<file path="config.mk">
export PLATFORM = sky130hd
export DESIGN_NAME = multi_sprite_control
export DESIGN_NICKNAME = d
export VERILOG_FILES = /design/src/rtl/multi_sprite_control.sv
export SDC_FILE = /design/constraint.sdc
export NUM_CORES = 1
export LEC_CHECK = 0
export ABC_AREA = 1
export ABC_CLOCK_PERIOD_IN_PS = 1500
export CAP_MARGIN = 5
export CELL_PAD_IN_SITES_DETAIL_PLACEMENT = 0
export CELL_PAD_IN_SITES_GLOBAL_PLACEMENT = 1
export CORE_UTILIZATION = 25
export CTS_CLUSTER_DIAMETER = 80
export DETAILED_ROUTE_END_ITERATION = 10
export GPL_TIMING_DRIVEN = 0
export PLACE_DENSITY = 0.55
export RECOVER_POWER = 50
export SLEW_MARGIN = 5
export SYNTH_ARGS = -nofsm -noshare
export SYNTH_HDL_FRONTEND = slang
export SYNTH_SLANG_ARGS = --single-unit
</file>
<file path="constraint.sdc">
create_clock -name clk -period 1.5 [get_ports clk]
set_input_delay 0.3 -clock clk [delete_from_list [all_inputs] [get_ports clk]]
set_output_delay 0.3 -clock clk [all_outputs]
set_load 0.02 [all_outputs]
</file>
<file path="src/rtl/multi_sprite_control.sv">
// Multi-channel sprite mover. On each vsync rising edge seen while idle, the block walks
// through NUM_CH channels. For each channel it reads the position byte, writes back the
// position minus one, and writes a colour byte and a character byte at that new screen
// position. Every channel keeps its own colour count and letter count.
//
// Ports:
//   clk      - single clock, all logic on posedge
//   reset    - synchronous, active-high reset
//   vsync    - frame sync level; a sequence starts on its rising edge
//   din      - memory read data, valid one cycle after the read address
//   addr     - registered memory address
//   data     - registered memory write data
//   rw       - registered 1 = write, 0 = read
//   busy     - high in every state except idle
//   done     - one-cycle pulse in the final state of a sequence
//   overrun  - one-cycle pulse when vsync rises while a sequence is running
module multi_sprite_control #(
  parameter int unsigned       NUM_CH       = 2,
  parameter int unsigned       ADDR_W       = 16,
  parameter int unsigned       DATA_W       = 8,
  parameter logic [ADDR_W-1:0] POS_BASE     = 16'h0000,
  parameter logic [ADDR_W-1:0] SCREEN_BASE  = 16'hF000,
  parameter logic [ADDR_W-1:0] COLOR_OFFSET = 16'h0200
) (
  input  logic              clk,
  input  logic              reset,
  input  logic              vsync,
  input  logic [DATA_W-1:0] din,
  output logic [ADDR_W-1:0] addr,
  output logic [DATA_W-1:0] data,
  output logic              rw,
  output logic              busy,
  output logic              done,
  output logic              overrun
);

  localparam int unsigned ChW = (NUM_CH > 1) ? $clog2(NUM_CH) : 1;

  typedef enum logic [2:0] {
    StIdle, StRd, StCap, StWpos, StWcol, StWchr, StDone
  } state_e;

  state_e            state_q, state_d;
  logic [ChW-1:0]    ch_q, ch_d;
  logic              vsync_q, vsync_d;
  logic [ADDR_W-1:0] addr_q, addr_d;
  logic [DATA_W-1:0] data_q, data_d;
  logic              rw_q, rw_d;
  logic              busy_q, busy_d;
  logic              done_q, done_d;
  logic              overrun_q, overrun_d;
  logic [DATA_W-1:0] pos_q, pos_d;
  logic [3:0]        color_q  [NUM_CH];
  logic [3:0]        color_d  [NUM_CH];
  logic [DATA_W-1:0] letter_q [NUM_CH];
  logic [DATA_W-1:0] letter_d [NUM_CH];

  logic              rise;
  logic [DATA_W-1:0] newpos;
  logic [ChW-1:0]    ch_nxt;
  logic [3:0]        cur_color;
  logic [DATA_W-1:0] cur_letter;

  always_comb begin
    rise    = vsync & ~vsync_q;
    // Position written in WPOS; pos_q holds the byte captured in CAP.
    newpos  = pos_q - DATA_W'(1);
    ch_nxt  = ch_q + ChW'(1);

    // Per-channel counters are selected by comparison to keep the index width-clean.
    cur_color  = '0;
    cur_letter = '0;
    for (int i = 0; i < NUM_CH; i++) begin
      if (ch_q == ChW'(i)) begin
        cur_color  = color_q[i];
        cur_letter = letter_q[i];
      end
    end

    state_d   = state_q;
    ch_d      = ch_q;
    vsync_d   = vsync;
    addr_d    = addr_q;
    data_d    = data_q;
    rw_d      = 1'b0;
    pos_d     = pos_q;
    color_d   = color_q;
    letter_d  = letter_q;

    unique case (state_q)
      StIdle: begin
        if (rise) begin
          state_d = StRd;
          ch_d    = '0;
          addr_d  = POS_BASE;
        end
      end
      StRd: begin
        state_d = StCap;
      end
      StCap: begin
        // din answers the read presented in RD; capture it and issue the write-back now.
        pos_d   = din;
        state_d = StWpos;
        addr_d  = POS_BASE + ADDR_W'(ch_q);
        data_d  = din - DATA_W'(1);
        rw_d    = 1'b1;
      end
      StWpos: begin
        state_d = StWcol;
        addr_d  = SCREEN_BASE + COLOR_OFFSET + ADDR_W'(newpos);
        data_d  = DATA_W'(cur_color);
        rw_d    = 1'b1;
      end
      StWcol: begin
        for (int i = 0; i < NUM_CH; i++) begin
          if (ch_q == ChW'(i)) color_d[i] = cur_color + 4'd1;
        end
        state_d = StWchr;
        addr_d  = SCREEN_BASE + ADDR_W'(newpos);
        data_d  = cur_letter;
        rw_d    = 1'b1;
      end
      StWchr: begin
        for (int i = 0; i < NUM_CH; i++) begin
          if (ch_q == ChW'(i)) letter_d[i] = cur_letter + DATA_W'(1);
        end
        if (ch_q == ChW'(NUM_CH - 1)) begin
          state_d = StDone;
        end else begin
          state_d = StRd;
          ch_d    = ch_nxt;
          addr_d  = POS_BASE + ADDR_W'(ch_nxt);
        end
      end
      StDone: begin
        state_d = StIdle;
        ch_d    = '0;
      end
      default: begin
        state_d = StIdle;
      end
    endcase

    busy_d    = (state_d != StIdle);
    done_d    = (state_d == StDone);
    // A rise outside idle is reported only; it never starts or queues a sequence.
    overrun_d = rise & (state_q != StIdle);
  end

  always_ff @(posedge clk) begin
    if (reset) begin
      state_q   <= StIdle;
      ch_q      <= '0;
      vsync_q   <= 1'b0;
      addr_q    <= '0;
      data_q    <= '0;
      rw_q      <= 1'b0;
      busy_q    <= 1'b0;
      done_q    <= 1'b0;
      overrun_q <= 1'b0;
      pos_q     <= '0;
      for (int i = 0; i < NUM_CH; i++) begin
        color_q[i]  <= '0;
        letter_q[i] <= '0;
      end
    end else begin
      state_q   <= state_d;
      ch_q      <= ch_d;
      vsync_q   <= vsync_d;
      addr_q    <= addr_d;
      data_q    <= data_d;
      rw_q      <= rw_d;
      busy_q    <= busy_d;
      done_q    <= done_d;
      overrun_q <= overrun_d;
      pos_q     <= pos_d;
      color_q   <= color_d;
      letter_q  <= letter_d;
    end
  end

  assign addr    = addr_q;
  assign data    = data_q;
  assign rw      = rw_q;
  assign busy    = busy_q;
  assign done    = done_q;
  assign overrun = overrun_q;

endmodule

</file>
==> impl_metrics.toml <==
[clock_network]
clock_latency_ns = 0.33
cts.sinks = 59
clockBufferDepth = 2
path_clk_slew_ns = 0.05
cts.htree.levels = 3
holdBufCountCts = 0
cts_inserted_buffers = 9
cts-root-buf = "clkbuf_16"
cts_tree = "yes"

[layout]
layout_common_cells = "78 x nand2_1, 56 x dfxtp_1, 49 x inv_1, 39 x a21oi_1, 35 x nor2_1"
drive_gt1_share_pct = 21.2
n_antenna_cell = 0
nets = 505
final_common_cell = "nand2_1"
postLayoutCoreUtil_pct = 36.1
synthToLayoutAreaGrowth_pct = 40.6

[routing]
viasPerCell = 4.35
wl_um = 8230
wl_met1_um = 3990
post_drt_wl_per_cell_um = 12.9
wl_met2_um = 3780
drtIter0Drc = 100
top_layer_used = "met4"
wl_met3_um = 365
drcViolationCount = 0
first_pass_iters = 4
ant_nets = 0
vias = 2774

[timing]
min_period_over_period_pct = 100
fmax_ghz = 0.665
slew_violations = 0
min_period_ns = 1.50
skew_ns = 0.00637
setup_ws_ns = -0.00369
hold_viol = 0
setup_viol = 1
tns_ns = -0.00369
rsz0062_at_grt = "yes"

[placed_design]
place_congestion = 0.739
hpwl_um = 5930
io_buffers = 35

[die]
die_area_um2 = 12200
dieHeight_um = 110
fp.coreArea_um2 = 11400
num_io_pins = 39
start_util_pct = 25.7
rows = 39
die_x_um = 110

[power]
leakage_nw = 1.90
pwr_density_cell_nw_per_um2 = 1170
ir_drop_mv = 0.598

[global_routing]
overflow = 0
grt_pass1_vias = 2633
antenna_found_initial = 0
grt.total_usage_pct = 14.8
grt_max_degree = 11
grt_pass1_wl_um = 13300

[critical_path]
crit_arrival_ns = 1.74
cp_data_required_time_ns = 1.73
end_kind = "flip-flop"
crit_fanout = 6
crit_path_start_kind = "flip-flop"
startpoint = "ch_q"
crit_type = "reg -> reg"
r2r_start = "ch_q"

[outcome]
status = "complete, but fails checks"
violations = "negative setup slack"

[yosys]
postSynthCellCount = 426
synth_cell_types = 34
yosys.area.top_type_share_pct = 40.3
synth_largest_area_cell = "dfxtp_1"
yosysWarnings = 0
synth_area_leaders = "dfxtp_1 40%, nand2_1 12%, a21oi_1 6.8%"
synth_seq_cells = 59
seq_area_frac_synth_pct = 40.3
syn_area_um2 = 2930
syn_area_per_cell_um2 = 6.88

[min_path]
hold_path_class = "in -> reg"
hp-start = "din[0]"

[run]
drv_cap = 0
final timing paths:
path                   to  slack (ns)  cells after the start
min reg2reg       addr[1]        0.46                      2
max reg2reg  letter_q[14]      -0.004                     12
min              pos_q[0]        0.41                      3
max          letter_q[14]      -0.004                     12
kinds of logic after synthesis:
group | after synthesis | share of synthesized area (%)
AO/OA/AOI/OAI | 95 | 17.1
XOR/XNOR | 4 | 1.20
AND/OR/NAND/NOR | 184 | 27.3
other | 1 | 0.128
adder cells (fa/ha/maj) | 4 | 1.71
flip-flops | 59 | 40.3
buffers and inverters | 79 | 12.3
stage by stage:
step,worst slack (ns),total power (W),hold WS (ns),cell area (µm²),instances
2_1_floorplan,0.00671,0.00257,0.381,2940,428
3_3_place_gp,-0.472,0.00297,0.451,3470,606
3_5_place_dp,-0.464,0.00298,0.453,3470,606
4_1_cts,-0.0204,0.00487,0.457,3890,630
5_1_grt,-0.0839,0.00513,0.445,4120,638
6_report,-0.00369,0.00483,0.413,4120,638
cell usage after synthesis:
library cell	number
nand2_1	93
inv_2	6
ha_1	4
buf_4	12
a31oi_1	3
o21ai_2	1
nand4_1	4
clkbuf_1	5
o31ai_1	1
o211ai_1	2
nor3_4	1
buf_2	2
inv_1	52
xnor2_1	1
a21oi_1	40
nand3_2	1
nand3_1	30
nor2_4	2
nand2_2	2
o21ai_1	11
or2_2	3
o21bai_1	1
nor3_1	1
o21a_1	3
buf_6	2
nor2_1	43
xor2_1	3
conb_1	1
nor2_2	1
or2_0	1
nand2_4	1
o21ai_0	33
or2_1	1
dfxtp_1	59
area by class of cell:
| class | instances | area, µm² |
|---|---|---|
| Multi-Input combinational cell | 290 | 1590 |
| Inverter | 58 | 230 |
| Buffer | 21 | 176 |
| Tap cell | 143 | 179 |
| Fill cell | 1258 | 7300 |
| Timing Repair Buffer | 51 | 484 |
| Sequential cell | 59 | 1190 |
| Clock inverter | 2 | 10.0 |
| Clock buffer | 14 | 264 |
critical path, stage by stage, from the launching register on:
cell and delay, ns:
dfxtp_4 0.37, buf_8 0.13, buf_8 0.12, nand2_4 0.05, o21ai_4 0.07, ha_4 0.18
nand2_4 0.07, nor2_4 0.10, nand2_1 0.05, nand2_1 0.07, nand3_1 0.07, nand2_1 0.07
inv_1 0.03
layer usage:
metal  vias up  GRT usage [%]
li1       1489              -
met1      1228           18.7
met2        48           24.0
met3         9           4.59
met4         0           4.51
met5         -              0
sequential cells by signal, indices dropped and copies added (netlist names), 3 cells and up:
name and count:
state_q 3, letter_q 16, data 8, addr 10, color_q 8, pos_q 8
where the power goes:
part	switching [W]	internal (W)	leakage (nW)	total, W
Sequential	0.000106	0.00173	0.480	0.00183
Combinational	0.000683	0.000431	1.28	0.00111
Clock	0.000684	0.00120	0.137	0.00189
Total	0.00147	0.00336	1.90	0.00483
what timing repair did:
item / in CTS / in global routing
endpoints found under the setup margin: 72 / 43
gates resized for setup: 57 / 54
pin swaps: 8 / 19
cloned: 1 / 1
buffers inserted: 7 / 7
(Power assumes the default switching activity.)
